### src/rtl/ripple_monitor.sv
// ripple_monitor: synchronises a 2-bit ripple counter, filters transient codes, and reports total steps and per-window rate
// Ports: clk/rstn (async active-low) clock and reset; cnt_in ripple code {qn1,qn0}; clr sync clear;
//        total running step count; rate/rate_vld last window count and update pulse; ovf/alias_err sticky flags
module ripple_monitor #(
  parameter int TW     = 16,
  parameter int RW     = 8,
  parameter int WINDOW = 16
) (
  input  logic          clk,
  input  logic          rstn,
  input  logic [1:0]    cnt_in,
  input  logic          clr,
  output logic [TW-1:0] total,
  output logic [RW-1:0] rate,
  output logic          rate_vld,
  output logic          ovf,
  output logic          alias_err
);
  localparam int CW = $clog2(WINDOW);
  logic [1:0]    r_s1, r_s2, r_s3, r_acc;
  logic [CW-1:0] r_wcnt;
  logic [RW-1:0] r_win;
  logic          w_take, w_last;
  logic [1:0]    w_delta;
  logic [TW:0]   w_sum;
  logic [RW:0]   w_wsum;
  logic [RW-1:0] w_wsat;
  // the source decrements per step, so forward distance is acc - s2
  always_comb begin
    w_take  = (r_s2 == r_s3) && (r_s2 != r_acc);
    w_delta = w_take ? r_acc - r_s2 : 2'd0;
    w_sum   = {1'b0, total} + (TW+1)'(w_delta);
    w_wsum  = {1'b0, r_win} + (RW+1)'(w_delta);
    w_wsat  = w_wsum[RW] ? '1 : w_wsum[RW-1:0];
    w_last  = r_wcnt == CW'(WINDOW-1);
  end
  always_ff @(posedge clk or negedge rstn) begin
    if (!rstn) begin
      r_s1      <= 2'b11;
      r_s2      <= 2'b11;
      r_s3      <= 2'b11;
      r_acc     <= 2'b11;
      total     <= '0;
      r_win     <= '0;
      r_wcnt    <= '0;
      rate      <= '0;
      rate_vld  <= 1'b0;
      ovf       <= 1'b0;
      alias_err <= 1'b0;
    end else begin
      r_s1 <= cnt_in;
      r_s2 <= r_s1;
      r_s3 <= r_s2;
      // acc tracks even during clr so no false step follows
      if (w_take) r_acc <= r_s2;
      if (clr) begin
        total     <= '0;
        r_win     <= '0;
        r_wcnt    <= '0;
        rate      <= '0;
        rate_vld  <= 1'b0;
        ovf       <= 1'b0;
        alias_err <= 1'b0;
      end else begin
        total     <= w_sum[TW-1:0];
        ovf       <= ovf | w_sum[TW];
        alias_err <= alias_err | (w_delta == 2'd3);
        r_wcnt    <= w_last ? '0 : r_wcnt + CW'(1);
        r_win     <= w_last ? '0 : w_wsat;
        if (w_last) rate <= w_wsat;
        rate_vld  <= w_last;
      end
    end
  end
endmodule
### config.mk
export PLATFORM = sky130hd
export DESIGN_NAME = ripple_monitor
export DESIGN_NICKNAME = d
export VERILOG_FILES = /design/src/rtl/ripple_monitor.sv
export SDC_FILE = /design/constraint.sdc
export NUM_CORES = 1
export LEC_CHECK = 0
export CELL_PAD_IN_SITES_DETAIL_PLACEMENT = 0
export CELL_PAD_IN_SITES_GLOBAL_PLACEMENT = 1
export CORE_ASPECT_RATIO = 0.6
export CORE_MARGIN = 2
export CORE_UTILIZATION = 38
export CTS_BUF_LIST = sky130_fd_sc_hd__clkbuf_16
export DETAILED_ROUTE_END_ITERATION = 16
export GPL_TIMING_DRIVEN = 0
export PLACE_DENSITY = 0.79
export SLEW_MARGIN = 0
export SYNTH_ARGS = -nofsm -noshare
export SYNTH_HDL_FRONTEND = slang
export SYNTH_SLANG_ARGS = --single-unit
### constraint.sdc
create_clock -name clk -period 3.2 [get_ports clk]
set_input_delay 0.32 -clock clk [delete_from_list [all_inputs] [get_ports clk]]
set_output_delay 0.32 -clock clk [all_outputs]
set_load 0.005 [all_outputs]
==> impl_metrics.env <==
export IMPL_cts_root_buf="clkbuf_16"
export IMPL_layoutNonFillerInstCount=309
export IMPL_die_area_um2=6300
export IMPL_drive_above_1_share_pct=11.3
export IMPL_critPathRequiredTime_ns=3.41
export IMPL_synth_common_cells="39 x dfrtp_1, 21 x nor2_1, 12 x nand2_1, 12 x o21ai_0"
export IMPL_route_vias_total=1540
export IMPL_vias_per_cell=4.98
export IMPL_ant_nets=0
export IMPL_core_area_um2=5520
export IMPL_grt_ovfl_total=0
export IMPL_netlist_instances=200
export IMPL_fin_crit_sh_pct=95.1
export IMPL_fmax_mhz=329
export IMPL_synth_area_top_cells="dfrtp_1 45%, dfstp_2 9.8%, xor2_1 4.1%, nor2_1 3.7%, ha_1 3.5%"
export IMPL_r2r_end="total[15]"
export IMPL_synth_ff_type="dfrtp_1"
export IMPL_crit_arrival_ns=3.25
export IMPL_dp_cells=301
export IMPL_place_area_um2=2560
export IMPL_insertion_delay_ns=0.28
export IMPL_p_leak_uw=0.00123
export IMPL_die_h_um=62.3
export IMPL_die_width_um=101
export IMPL_clock_skew_ns=0.00725
export IMPL_dr_pass1_iters=4
export IMPL_antenna_found_initial=0
export IMPL_startpoint_type="flip-flop"
export IMPL_portBuffers=31
export IMPL_hold_viol=0
export IMPL_cp_end_kind="flip-flop"
export IMPL_cts_buffer_depth=2
export IMPL_period_minus_slack_ns=3.04
export IMPL_routed_wl_mm=4.28
export IMPL_drv_cap=0
export IMPL_htree_levels=2
export IMPL_grt_pass1_wl_mm=7.28
export IMPL_r2r_start="r_acc[0]"
export IMPL_area_delta_synth_final_pct=29.1
export IMPL_criticalPathCategory="flip-flop to flip-flop"
export IMPL_start_util_pct=39.0
export IMPL_drt_initial_drc_count=42
export IMPL_synthMostInstantiatedCell="dfrtp_1"
export IMPL_drc_errors=0
export IMPL_nets=252
export IMPL_syn_area_per_cell_um2=10.8
export IMPL_cts_tree="done"
export IMPL_post_route_util_pct=50.4
export IMPL_placementRows=21
export IMPL_ios=32
export IMPL_synth_edf_count=0
export IMPL_relSlewSlack_pct=45.5
export IMPL_place_congestion=0.709
export IMPL_ys_warn_count=0
export IMPL_peakVddDrop_mv=0.245
export IMPL_post_drt_wl_per_cell_um=13.8
export IMPL_grt_pass1_vias=1429
export IMPL_synth_fp_nets=213
export IMPL_clock_sinks=47
export IMPL_ys_async_sr_fraction_pct=100
export IMPL_clk_pin_slew_ns=0.06
export IMPL_grt_usage_pct=14.9
export IMPL_rsz0062_at_grt="false"
export IMPL_grt_max_degree=32
export IMPL_path_max_fanout=6
export IMPL_outcome="finished clean"
export IMPL_maxSlewViolCount=0
export IMPL_endpoint="total[15]"
export IMPL_dp_hpwl_mm=3.05
export IMPL_p_total_uw=1420
export IMPL_synth_area_um2=2150
export IMPL_startpoint="r_acc[0]"
export IMPL_postLayoutCellArea_um2=2780
export IMPL_ys_types=41
export IMPL_worstRegToRegCells=11
export IMPL_setup_viol=0
export IMPL_ys_seq_area_share_pct=55.1
export IMPL_power_density_nw_per_um2=509
export IMPL_rrSetupSlack_ns=0.16
export IMPL_yosysTopAreaCell="dfrtp_1"
export IMPL_n_antenna_cell=0
export IMPL_hold_slack_ns=0.355
export IMPL_worstMarginPinSlew_ns=0.814
export IMPL_hold_class="flip-flop to flip-flop"
export IMPL_cts_buffers_inserted=5
export IMPL_yosys_register_bits=47
export IMPL_synthDominantCellAreaShare_pct=45.3
sequential cells by signal, summed over array words and instances (netlist names):
name       flops
alias_err      1
ovf            1
r_acc          2
r_s1           2
r_s2           2
r_s3           2
r_wcnt         4
r_win          8
rate           8
rate_vld       1
total         16
cells in the final DEF (no fill, tap or decap), types with 3 or more instances in the layout:
master	netlist	final
dfrtp_1	39	39
clkbuf_16	0	5
nand2b_1	3	3
nor2b_1	9	9
clkbuf_1	4	3
xnor2_1	7	7
clkdlybuf4s50_1	0	30
dfstp_2	8	8
and3_1	5	5
nor2_1	21	21
o21ai_0	12	12
a21oi_1	10	9
nand2_1	12	12
ha_1	6	6
xor2_1	10	10
nand3_1	10	10
inv_1	8	7
or3_1	4	3
metrics by stage:
stage                     setup slack [ns]  setup TNS, ns
after floorplan                      0.168              0
after detailed placement           -0.0778         -0.141
after CTS                          0.00686              0
after global placement             -0.0635         -0.101
after global routing               0.00786              0
final                                0.157              0
layer usage:
metal	vias up	GRT usage, %	share of wire [%]	wire (um)
met4	0	5.07	0.51	22
met5	-	0	0	0
met2	24	18.2	39	1680
met3	2	4.62	3.5	148
li1	769	-	-	-
met1	745	24.2	57	2430
critical path: stages (launching register included):
cell	delay, ns
dfstp_2	0.51
inv_1	0.05
ha_1	0.31
a21boi_1	0.18
a22oi_2	0.12
or3_4	0.42
inv_2	0.09
ha_1	0.14
a21oi_2	0.09
or3_4	0.41
or4_1	0.47
a21oi_1	0.16
how the worst min path moves through the flow:
stage	end	cells past startpoint	slack, ns	startpoint
6_report	r_s2[0]	0	0.36	r_s1[0]
5_1_grt	r_s2[0]	0	0.36	r_s1[0]
4_1_cts	r_s2[0]	0	0.36	r_s1[0]
3_5_place_dp	r_win[6]	1	0.28	rstn
3_3_place_gp	r_s2[0]	0	0.35	r_s1[0]
2_1_floorplan	alias_err	0	0.02	rstn
report_power, final:
part / switching (uW) / total, uW / leakage [uW] / internal [uW]
registers: 16.8 / 637 / 0.000625 / 620
clock network: 224 / 671 / 0.0000900 / 447
logic: 59.1 / 108 / 0.000510 / 48.7
total: 299 / 1420 / 0.00123 / 1120
cell families after synthesis:
| kind of cell | share of synthesized area (%) |
|---|---|
| AOI/OAI and AO/OA | 9.53 |
| xor gates and xnor gates | 6.91 |
| muxes | 1.98 |
| and+or+nand+nor | 19.1 |
| adders and majority gates | 5.35 |
| DFF | 55.1 |
| buffers and inverters | 2.09 |
timing repair:
action                     in CTS  in global routing
hold endpoints to repair        9                  0
setup endpoints to repair       3                 11
hold buffers                    1                  0
pin swaps                       0                  0
buffers inserted                0                  0
resized for setup               0                  6
final cells by class:
class / instances / area [um2]
clock inverter: 3 / 67.6
inverter: 8 / 30.0
timing repair buffer: 33 / 335
clock buffer: 5 / 125
sequential: 47 / 1190
tap: 69 / 86.3
buffer: 3 / 11.3
fill: 512 / 2740
multi-input combinational: 141 / 938
(Power assumes the default switching activity.)
